## src/rtl/zero_run_detector_pkg.sv

```systemverilog
// Shared types and default constants for the MSDAP zero-run (sleep) detector.
package msdap_zero_pkg;

    // Sleep FSM encoding: ACTIVE while audio is present, SLEEP once every
    // enabled channel has been silent for a full run.
    typedef enum logic {
        ACTIVE = 1'b0,
        SLEEP  = 1'b1
    } zr_state_e;

    localparam int NUM_CH_DEF   = 2;
    localparam int DATA_W_DEF   = 16;
    localparam int ZERO_RUN_DEF = 800;

    // Counter width able to hold the saturation value ZERO_RUN itself.
    function automatic int cnt_width(input int zero_run);
        return $clog2(zero_run + 1);
    endfunction

endpackage

```

## src/rtl/zero_run_detector_if.sv

```systemverilog
// Sample/status bundle between the MSDAP input path and the zero-run detector.
// The counter width is derived from ZERO_RUN so both ends always agree on it.
interface zero_run_detector_if
    import msdap_zero_pkg::*;
#(
    parameter int NUM_CH   = NUM_CH_DEF,
    parameter int DATA_W   = DATA_W_DEF,
    parameter int ZERO_RUN = ZERO_RUN_DEF
);
    localparam int CNT_W = cnt_width(ZERO_RUN);

    logic                     clear;
    logic                     sample_valid;
    logic [NUM_CH*DATA_W-1:0] data;
    logic [NUM_CH-1:0]        chan_en;

    logic [NUM_CH-1:0]        ch_zero;
    logic                     all_zeros;
    logic                     sleep_enter;
    logic                     wake;
    logic [NUM_CH*CNT_W-1:0]  run_count;

    // Sample source / controller side.
    modport master (
        output clear,
        output sample_valid,
        output data,
        output chan_en,
        input  ch_zero,
        input  all_zeros,
        input  sleep_enter,
        input  wake,
        input  run_count
    );

    // Detector side.
    modport slave (
        input  clear,
        input  sample_valid,
        input  data,
        input  chan_en,
        output ch_zero,
        output all_zeros,
        output sleep_enter,
        output wake,
        output run_count
    );

endinterface

```

## src/rtl/zero_run_detector_counter.sv

```systemverilog
// One channel's saturating zero-run counter and its registered ch_zero flag.
// ch_zero_nxt exposes the next-state flag so the top-level FSM can move on the
// same edge that completes the run.
module zero_run_counter
    import msdap_zero_pkg::*;
#(
    parameter  int ZERO_RUN = ZERO_RUN_DEF,
    localparam int CNT_W    = cnt_width(ZERO_RUN)
) (
    input  logic             clk,
    input  logic             rst_n,
    input  logic             clear,
    input  logic             valid,
    input  logic             is_zero,
    output logic [CNT_W-1:0] count,
    output logic             ch_zero,
    output logic             ch_zero_nxt
);

    localparam logic [CNT_W-1:0] SAT = CNT_W'(ZERO_RUN);

    logic [CNT_W-1:0] count_d;
    logic [CNT_W-1:0] count_q;
    logic             ch_zero_d;
    logic             ch_zero_q;

    // Next count: clear wins, otherwise only valid samples advance or reset it.
    always_comb begin
        count_d = count_q;
        if (clear) begin
            count_d = '0;
        end else if (valid) begin
            if (!is_zero) begin
                count_d = '0;
            end else if (count_q != SAT) begin
                count_d = count_q + CNT_W'(1);
            end
        end
        ch_zero_d = (count_d == SAT);
    end

    // Count and flag are registered together so they never disagree.
    always_ff @(posedge clk or negedge rst_n) begin
        if (!rst_n) begin
            count_q   <= '0;
            ch_zero_q <= 1'b0;
        end else begin
            count_q   <= count_d;
            ch_zero_q <= ch_zero_d;
        end
    end

    assign count       = count_q;
    assign ch_zero     = ch_zero_q;
    assign ch_zero_nxt = ch_zero_d;

endmodule

```

## src/rtl/zero_run_detector.sv

```systemverilog
// Multi-channel zero-run detector: per-channel saturating counters, a joint
// "all enabled channels silent" decision and a two-state sleep FSM that emits
// one-cycle sleep-entry and wake pulses.
//
//   state  | meaning
//   -------+-----------------------------------------------------------
//   ACTIVE | audio present (or no channel enabled); all_zeros low
//   SLEEP  | every enabled channel silent for ZERO_RUN samples; all_zeros high
//
// The FSM decides from the counters' next-state flags, so all_zeros and
// sleep_enter rise on the same edge that clocks the completing zero sample.
module zero_run_detector
    import msdap_zero_pkg::*;
#(
    parameter int NUM_CH   = NUM_CH_DEF,
    parameter int DATA_W   = DATA_W_DEF,
    parameter int ZERO_RUN = ZERO_RUN_DEF
) (
    input logic               clk,
    input logic               rst_n,
    zero_run_detector_if.slave bus
);

    localparam int CNT_W = cnt_width(ZERO_RUN);

    logic [NUM_CH-1:0]       nonzero;
    logic [NUM_CH-1:0]       zero_nxt;
    logic [NUM_CH-1:0]       ch_zero_all;
    logic [NUM_CH*CNT_W-1:0] count_all;

    logic                    joint_d;
    logic                    wake_cause;

    zr_state_e               state_d;
    zr_state_e               state_q;
    logic                    sleep_enter_d;
    logic                    sleep_enter_q;
    logic                    wake_d;
    logic                    wake_q;

    for (genvar i = 0; i < NUM_CH; i++) begin : g_ch
        assign nonzero[i] = |bus.data[i*DATA_W +: DATA_W];

        zero_run_counter #(
            .ZERO_RUN (ZERO_RUN)
        ) u_cnt (
            .clk         (clk),
            .rst_n       (rst_n),
            .clear       (bus.clear),
            .valid       (bus.sample_valid),
            .is_zero     (~nonzero[i]),
            .count       (count_all[i*CNT_W +: CNT_W]),
            .ch_zero     (ch_zero_all[i]),
            .ch_zero_nxt (zero_nxt[i])
        );
    end

    // Joint silence over enabled channels; an empty mask never counts as silent.
    // Disabled channels keep counting but cannot block or trigger a decision.
    always_comb begin
        joint_d    = (|bus.chan_en) && ((zero_nxt & bus.chan_en) == bus.chan_en);
        wake_cause = bus.sample_valid && (|(nonzero & bus.chan_en));
    end

    // State register.
    always_ff @(posedge clk or negedge rst_n) begin
        if (!rst_n) begin
            state_q <= ACTIVE;
        end else begin
            state_q <= state_d;
        end
    end

    // Next state: clear forces ACTIVE; SLEEP is left on real data or when the
    // mask changes such that the joint condition no longer holds.
    always_comb begin
        state_d = state_q;
        case (state_q)
            ACTIVE: begin
                if (!bus.clear && joint_d) begin
                    state_d = SLEEP;
                end
            end
            SLEEP: begin
                if (bus.clear || wake_cause || !joint_d) begin
                    state_d = ACTIVE;
                end
            end
            default: begin
                state_d = ACTIVE;
            end
        endcase
    end

    // Transition pulses; wake only for data-caused exits, never for clear or
    // a mask change.
    always_comb begin
        sleep_enter_d = 1'b0;
        wake_d        = 1'b0;
        if ((state_q == ACTIVE) && (state_d == SLEEP)) begin
            sleep_enter_d = 1'b1;
        end
        if ((state_q == SLEEP) && !bus.clear && wake_cause) begin
            wake_d = 1'b1;
        end
    end

    // Pulse registers, so every output leaves the block from a flop.
    always_ff @(posedge clk or negedge rst_n) begin
        if (!rst_n) begin
            sleep_enter_q <= 1'b0;
            wake_q        <= 1'b0;
        end else begin
            sleep_enter_q <= sleep_enter_d;
            wake_q        <= wake_d;
        end
    end

    assign bus.ch_zero     = ch_zero_all;
    assign bus.run_count   = count_all;
    assign bus.all_zeros   = (state_q == SLEEP);
    assign bus.sleep_enter = sleep_enter_q;
    assign bus.wake        = wake_q;

endmodule
```

## src/flat_wrapper.sv

```systemverilog
// flat-port wrapper written by rule: the top's interface ports become plain ports
module zero_run_detector_flat import msdap_zero_pkg::*;
#(
    parameter int NUM_CH   = NUM_CH_DEF,
    parameter int DATA_W   = DATA_W_DEF,
    parameter int ZERO_RUN = ZERO_RUN_DEF
)
  (clk, rst_n, bus_clear, bus_sample_valid, bus_data, bus_chan_en, bus_ch_zero, bus_all_zeros, bus_sleep_enter, bus_wake, bus_run_count);
  zero_run_detector_if #(.NUM_CH(NUM_CH), .DATA_W(DATA_W), .ZERO_RUN(ZERO_RUN)) bus_i ();
  input logic clk;
  input logic rst_n;
  input wire logic [$bits(bus_i.clear)-1:0] bus_clear;
  input wire logic [$bits(bus_i.sample_valid)-1:0] bus_sample_valid;
  input wire logic [$bits(bus_i.data)-1:0] bus_data;
  input wire logic [$bits(bus_i.chan_en)-1:0] bus_chan_en;
  output wire logic [$bits(bus_i.ch_zero)-1:0] bus_ch_zero;
  output wire logic [$bits(bus_i.all_zeros)-1:0] bus_all_zeros;
  output wire logic [$bits(bus_i.sleep_enter)-1:0] bus_sleep_enter;
  output wire logic [$bits(bus_i.wake)-1:0] bus_wake;
  output wire logic [$bits(bus_i.run_count)-1:0] bus_run_count;
  assign bus_i.clear = bus_clear;
  assign bus_i.sample_valid = bus_sample_valid;
  assign bus_i.data = bus_data;
  assign bus_i.chan_en = bus_chan_en;
  assign bus_ch_zero = bus_i.ch_zero;
  assign bus_all_zeros = bus_i.all_zeros;
  assign bus_sleep_enter = bus_i.sleep_enter;
  assign bus_wake = bus_i.wake;
  assign bus_run_count = bus_i.run_count;
  zero_run_detector #(.NUM_CH(NUM_CH), .DATA_W(DATA_W), .ZERO_RUN(ZERO_RUN)) u_core (.clk(clk), .rst_n(rst_n), .bus(bus_i));
endmodule
```

## config.mk

```make
export PLATFORM = sky130hd
export DESIGN_NAME = zero_run_detector_flat
export DESIGN_NICKNAME = d
export VERILOG_FILES = /design/src/rtl/zero_run_detector_pkg.sv /design/src/rtl/zero_run_detector_if.sv /design/src/rtl/zero_run_detector_counter.sv /design/src/rtl/zero_run_detector.sv /design/src/flat_wrapper.sv
export SDC_FILE = /design/constraint.sdc
export NUM_CORES = 1
export LEC_CHECK = 0
export BUFFER_PORTS_ARGS = -buffer_cell sky130_fd_sc_hd__buf_2
export CAP_MARGIN = 20
export CORE_UTILIZATION = 40
export CTS_CLUSTER_SIZE = 8
export DETAILED_ROUTE_END_ITERATION = 10
export PLACE_DENSITY = 0.82
export SLEW_MARGIN = 20
export SYNTH_ARGS = -nofsm -noshare
export SYNTH_HDL_FRONTEND = slang
export SYNTH_HIERARCHICAL = 1
export SYNTH_SLANG_ARGS = --single-unit
```

## constraint.sdc

```tcl
create_clock -name clk -period 2.4 [get_ports clk]
set_input_delay 0.36 -clock clk [delete_from_list [all_inputs] [get_ports clk]]
set_output_delay 0.36 -clock clk [all_outputs]
set_load 0.01 [all_outputs]
```

**Word-level counts from Yosys, hierarchy flattened**

Index checks and enable logic that the tools add are counted.

- Flip-flop bits (word level): 25
- Bits in latches: 0
- Bits in writable memories: 0
- Memory bits (read-only): 0
- Input port bits: 38
- Output and inout port bits: 25
- Logic and storage cells: 44
- Memories: 0

- Add/sub/neg operators: 2
- Multiply operators: 0
- Divide/modulo/power cells: 0
- Magnitude comparators: 0
- Equality and inequality tests: 5
- Shifts and indexed selects: 0
- Mux-type cells: 13
- Bitwise operators: 3
- Reduce and logical (&&, ||, !) cells: 14

Operators with widths:

| operator | number |
|---|---|
| 10-bit 2-to-1 mux | 8 |
| 16-bit OR reduction | 2 |
| 10-bit by 1-bit adder with 10-bit output, second input constant | 2 |
| 10-bit == test, second input constant | 2 |
| 10-bit inequality test, second input constant | 2 |
| 1-bit logical AND | 6 |
| 2-bit AND | 2 |
| 1-bit 2-to-1 mux | 4 |
| 2-bit OR reduction | 2 |
| 2-bit == test | 1 |
| 1-bit zero test | 2 |
| 1-bit logical OR | 2 |
| 1-bit one-hot mux with 2 select lines | 1 |
| 1-bit NOT | 1 |

**Depth between registers and ports, before layout**

- Depth in word-level cells: 15
- Depth in mapped cells: 9
- Gate-level depth less buffers: 9

**By module**

Netlist, hierarchy kept.

By module, submodules not included:

| module | times used | cells an instance | area an instance (um^2) | sequential area each (um^2) |
|---|---|---|---|---|
| zero_run_counter | 2 | 82 | 753.2 | 275.3 |
| zero_run_detector | 1 | 22 | 202.7 | 75.1 |

**Least setup slack after synthesis**

No wires, ideal clock.

- Kind: reg-to-reg
- Start point: register u_core.g_ch[1].u_cnt.count_q[0]
- End point: register u_core.state_q (netlist: u_core/bus.all_zeros)
- Library setup time: 0.072 ns
- Arrival: 2.193 ns
- Data required time: 2.328 ns
- Setup slack: 0.136 ns
- Stages on the path, launching flop included: 10
- Buffers on the path: 0
- Period minus slack after synthesis: 2.264 ns
- Path through: dfrtp_1 -> inv_1 -> ha_1 -> or3b_4 -> o31ai_4 -> mux2i_1 -> nor4_2 -> inv_1 -> a211o_1 -> nor2_1

- Longest elaborated chain between the ends: 13
- Elaborated cells between the ends (all ways): 16
- Classes of those cells: add/sub: 1; eq/ne: 3; mux: 7; bitwise: 1; reduce/logical: 4

Ends and longest elaborated chain:

| element | RTL line | source |
|---|---|---|
| start: declaration | zero_run_detector_counter.sv:23 | `logic [CNT_W-1:0] count_q;` |
| start signal: assignment | zero_run_detector_counter.sv:48 | `count_q <= count_d;` |
| 10-bit by 1-bit adder with 10-bit output / 10-bit inequality test (equally long branches) | zero_run_detector_counter.sv:36, zero_run_detector_counter.sv:35 |  |
| 10-bit 2-to-1 mux | zero_run_detector_counter.sv:35 | `end else if (count_q != SAT) begin` |
| 10-bit 2-to-1 mux | zero_run_detector_counter.sv:33 | `if (!is_zero) begin` |
| 10-bit 2-to-1 mux * | zero_run_detector_counter.sv:32 | `end else if (valid) begin` |
| 10-bit 2-to-1 mux * | zero_run_detector_counter.sv:30 | `if (clear) begin` |
| 10-bit == test * | zero_run_detector_counter.sv:39 | `ch_zero_d = (count_d == SAT);` |
| via u_core.zero_nxt[1] | zero_run_detector.sv:27 | `logic [NUM_CH-1:0] zero_nxt;` |
| 2-bit AND * | zero_run_detector.sv:61 | `joint_d = (\|bus.chan_en) && ((zero_nxt & bus.chan_en) == bus.chan_en);` |
| 2-bit == test * | zero_run_detector.sv:61 |  |
| 1-bit logical AND * | zero_run_detector.sv:61 |  |
| 1-bit zero test | zero_run_detector.sv:85 | `if (bus.clear \|\| wake_cause \|\| !joint_d) begin` |
| 1-bit logical OR | zero_run_detector.sv:85 |  |
| 1-bit 2-to-1 mux | zero_run_detector.sv:85 |  |
| 1-bit one-hot mux with 2 select lines * | zero_run_detector.sv:78 | `case (state_q)` |
| via u_core.state_d | zero_run_detector.sv:34 | `zr_state_e state_d;` |
| end signal: assignment | zero_run_detector.sv:70 | `state_q <= state_d;` |
| end: declaration | zero_run_detector.sv:35 | `zr_state_e state_q;` |

Mark *: on every way through the listed nets, which the timed path passes. The rest lies on a longest branch.

**Final worst setup path**

- Start point: register u_core.g_ch[0].u_cnt.count_q[0]
- End point: register u_core.state_q (netlist: u_core/bus.all_zeros)

- Longest elaborated chain between the ends: 13
- Elaborated cells between the ends (all ways): 16
- Classes of those cells: add/sub: 1; eq/ne: 3; mux: 7; bitwise: 1; reduce/logical: 4

Ends and longest elaborated chain:

| element | RTL line |
|---|---|
| start: declaration | zero_run_detector_counter.sv:23 |
| start signal: assignment | zero_run_detector_counter.sv:48 |
| 10-bit by 1-bit adder with 10-bit output / 10-bit inequality test (equally long branches) | zero_run_detector_counter.sv:36, zero_run_detector_counter.sv:35 |
| 10-bit 2-to-1 mux | zero_run_detector_counter.sv:35 |
| 10-bit 2-to-1 mux | zero_run_detector_counter.sv:33 |
| 10-bit 2-to-1 mux * | zero_run_detector_counter.sv:32 |
| 10-bit 2-to-1 mux * | zero_run_detector_counter.sv:30 |
| 10-bit == test * | zero_run_detector_counter.sv:39 |
| via u_core.zero_nxt[0] | zero_run_detector.sv:27 |
| 2-bit AND * | zero_run_detector.sv:61 |
| 2-bit == test * | zero_run_detector.sv:61 |
| 1-bit logical AND * | zero_run_detector.sv:61 |
| 1-bit zero test | zero_run_detector.sv:85 |
| 1-bit logical OR | zero_run_detector.sv:85 |
| 1-bit 2-to-1 mux | zero_run_detector.sv:85 |
| 1-bit one-hot mux with 2 select lines * | zero_run_detector.sv:78 |
| via u_core.state_d | zero_run_detector.sv:34 |

Marked as above.

==> run_results.csv <==
group,metric,value,unit
outcome,status,"complete, no violations",
timing,maxSlewHeadroom,60.8,%
logic_synthesis,yosysSeqAreaShare,36.6,%
clocking,cts.sinks,25,
floorplan,io_pins,63,
logic_synthesis,ys_types,38,
timing,finalHoldViolations,0,
logic_synthesis,synth_seq_cells,25,
pwr,irDropWorstVdd,0.296,mV
critical_path,startpoint_type,"flip-flop",
critical_path,r2r_end,"u_core/bus.all_zeros",
clocking,htreeDepth,1,
timing,clock_skew,0.00202,ns
route,routed_wirelength,4670,um
critical_path,r2r-start,"u_core/g_ch[0].u_cnt/count[0]",
logic_synthesis,synth_area,1710,um^2
placement,io_buffers,62,
global_route,grt_pass1_wl,7510,um
placement,gpl.final_weighted_congestion,0.917,
floorplan,rows,23,
critical_path,crit_path_end,"u_core/bus.all_zeros",
global_route,grt_pass1_vias,1719,
global_route,antenna_found_initial,0,
route,first_pass_iters,4,
critical_path,cp_data_arrival_time,2.54,ns
logic_synthesis,synth.avg_cell_area,9.19,um^2
clocking,cts_root_buf,"clkbuf_8",
pwr,p_int,0.591,mW
clocking,cts_made_buffers,3,
critical_path,crit_type,"reg -> reg",
critical_path,cp.depth,9,
route,vias,1734,
route,wl_per_cell,15.2,um
route,via_per_inst,5.65,
critical_path,critPathLaunch,"u_core/g_ch[0].u_cnt/count[0]",
pwr,powerDensity,351,nW/um^2
placement,placed_cell_area,2130,um^2
finish,area_delta_synth_final,32.8,%
timing,final-setup-viol-count,0,
critical_path,setup.worst_path.end_class,"flip-flop",
timing,tightest_slew,0.588,ns
route,drt-initial-drc-count,70,
floorplan,core_area,4060,um^2
pwr,finalPower,0.798,mW
pwr,p_comb_share,13.3,%
global_route,grt_max_degree,26,
logic_synthesis,syn-instance-count,186,
finish,layout-drive-gt1-share,39.3,%
critical_path,cpPeakStageDelay,0.39,ns
pwr,switchingPower,0.206,mW
timing,layout_min_cycle_time,2.33,ns
clocking,clock_path_buffers,2,
global_route,grt.total_usage,21.6,%
placement,hpwlAfterDp,3400,um
finish,final_cell_mix,"buf_2 (62), dfrtp_1 (25), nor2_1 (18)",
clocking,cts_tree,"built",
timing,drv_slew,0,
logic_synthesis,yosysWarnings,6,
floorplan,die-height,67.4,um
finish,final_area,2270,um^2
finish,final_common_cell,"buf_2",
route,ant_nets,0,
finish,n_antenna_cell,0,
critical_path,r2r_cells,9,
pwr,p_leak,1.00,nW
clocking,holdBufCountCts,0,
critical_path,worst-path-max-fanout,5,
logic_synthesis,synth-edff-count,0,
timing,post-route-period-util,97.1,%
logic_synthesis,synthFlopType,"dfrtp_1",
floorplan,dieWidth,67.4,um
global_route,globalRoute.totalOverflow,0,
critical_path,cpMaxStageDelayCell,"dfrtp_1",
critical_path,reg2reg_slack,0.07,ns
critical_path,crit_required,2.61,ns
logic_synthesis,async_reset_ff_share,100,%
run,maxCapViolations,0,
critical_path,path_buf_inv,1,
floorplan,initial_core_util,42.1,%
critical_path,critical_path.cell_chain,"buf_4, ha_1, and3_1, a31oi_2, o221ai_1, nor4_2, mux2i_1, a211o_1, nor2_1",
pwr,swShare,25.9,%
finish,layout.nets,300,
timing,fin_setup_tns,0,ns
timing,hold_ws,0.0746,ns
logic_synthesis,syn_nets,228,
clocking,clk_pin_slew,0.10,ns
clocking,clk_latency,0.27,ns
critical_path,cp_top_family,"simple AND/OR/NAND/NOR gates",
pwr,p_seq_share,53.4,%
timing,fmax,429,MHz
pwr,p_clk_share,33.3,%
route,drc_errors,0,
placement,pre_cts_ws,0.0749,ns
timing,fin_ws,0.0686,ns
floorplan,dieArea,4540,um^2
min_path,hold_path_class,"in -> async",
## Yosys cell counts, types with 4 or more instances
| master | instances | area [um^2] |
|---|---|---|
| ha_1 | 4 | 50.1 |
| nor3_1 | 10 | 50.1 |
| dfrtp_1 | 25 | 626 |
| nor4_1 | 14 | 87.6 |
| buf_2 | 4 | 20.0 |
| clkbuf_1 | 4 | 15.0 |
| xor2_1 | 6 | 52.6 |
| nand4_1 | 6 | 37.5 |
| o21ai_0 | 6 | 30.0 |
| a21o_1 | 4 | 30.0 |
| inv_1 | 11 | 41.3 |
| nand3_1 | 6 | 30.0 |
| a21oi_1 | 8 | 40.0 |
| and4_1 | 4 | 35.0 |
| xnor2_1 | 6 | 52.6 |
| nand2_1 | 6 | 22.5 |
| nor2_1 | 18 | 67.6 |
| o221ai_1 | 4 | 35.0 |
| mux2i_1 | 5 | 50.1 |
## cell families after synthesis
logic type	synth area share, %
AND/OR/NAND/NOR	31.0
AO/OA/AOI/OAI	14.6
flip-flops	36.6
buffers and inverters	5.78
XOR/XNOR	6.15
multiplexers	2.93
adder cells (fa/ha/maj)	2.93
## final cells by class
| type | count | area (um^2) |
|---|---|---|
| Tap cell | 50 | 62.6 |
| Clock inverter | 1 | 7.51 |
| Inverter | 11 | 41.3 |
| Clock buffer | 3 | 41.3 |
| Fill cell | 374 | 1790 |
| Timing Repair Buffer | 77 | 423 |
| Sequential cell | 25 | 626 |
| Multi-Input combinational cell | 140 | 1070 |
## flip-flops by register name, indices dropped and copies added (netlist names)
name and cells:
u_core/bus.sleep_enter 1, u_core/bus.all_zeros 1, u_core/bus.wake 1, u_core/g_ch.u_cnt/count 20
u_core/g_ch.u_cnt/ch_zero 2
## power groups by stage
stage / logic (mW) / registers, mW / clock network [mW]
finish: 0.106 / 0.426 / 0.266
global route: 0.118 / 0.427 / 0.293
CTS: 0.105 / 0.426 / 0.281
detailed placement: 0.104 / 0.434 / 0
global placement: 0.101 / 0.434 / 0
floorplan: 0.0413 / 0.438 / 0
## metrics by stage
stage               utilization, %  cells
floorplan                        -    186
global placement              52.5    302
detailed placement            52.5    302
CTS                           53.7    306
global route                  55.9    307
finish                        55.9    307
## worst reg2reg max path, delay by kind of cell, from the launching register on
| family | cells | cell delay (ns) |
|---|---|---|
| adder cells (fa/ha/maj) | 1 | 0.26 |
| buffers and inverters | 1 | 0.15 |
| multiplexers | 1 | 0.14 |
| AND/OR/NAND/NOR | 3 | 0.67 |
| AO/OA/AOI/OAI | 3 | 0.66 |
| flip-flops | 1 | 0.39 |
## worst min path at each step
| stage | end | slack (ns) | cells after the start |
|---|---|---|---|
| 2_1_floorplan | u_core/bus.all_zeros | 0.06 | 0 |
| 3_3_place_gp | u_core/g_ch[0].u_cnt/count[1] | 0.38 | 1 |
| 3_5_place_dp | u_core/g_ch[0].u_cnt/count[1] | 0.40 | 1 |
| 4_1_cts | u_core/g_ch[0].u_cnt/count[1] | 0.09 | 1 |
| 5_1_grt | u_core/g_ch[0].u_cnt/count[1] | 0.1 | 1 |
| 6_report | u_core/g_ch[0].u_cnt/count[0] | 0.07 | 1 |
## routing by layer
layer	vias to the layer above	track usage, %	share of wire (%)
li1	831	-	-
met1	846	25.5	41
met2	47	39.1	54
met3	10	4.39	3.8
met4	0	6.38	1.5
met5	-	0	0
## repair_timing
action                                  4_1_cts  5_1_grt
endpoints found under the setup margin        0        2
buffers inserted                              0        1
hold endpoints to repair                      0        0
resized for setup                             0       15
Power figures use the tool's default switching activity.
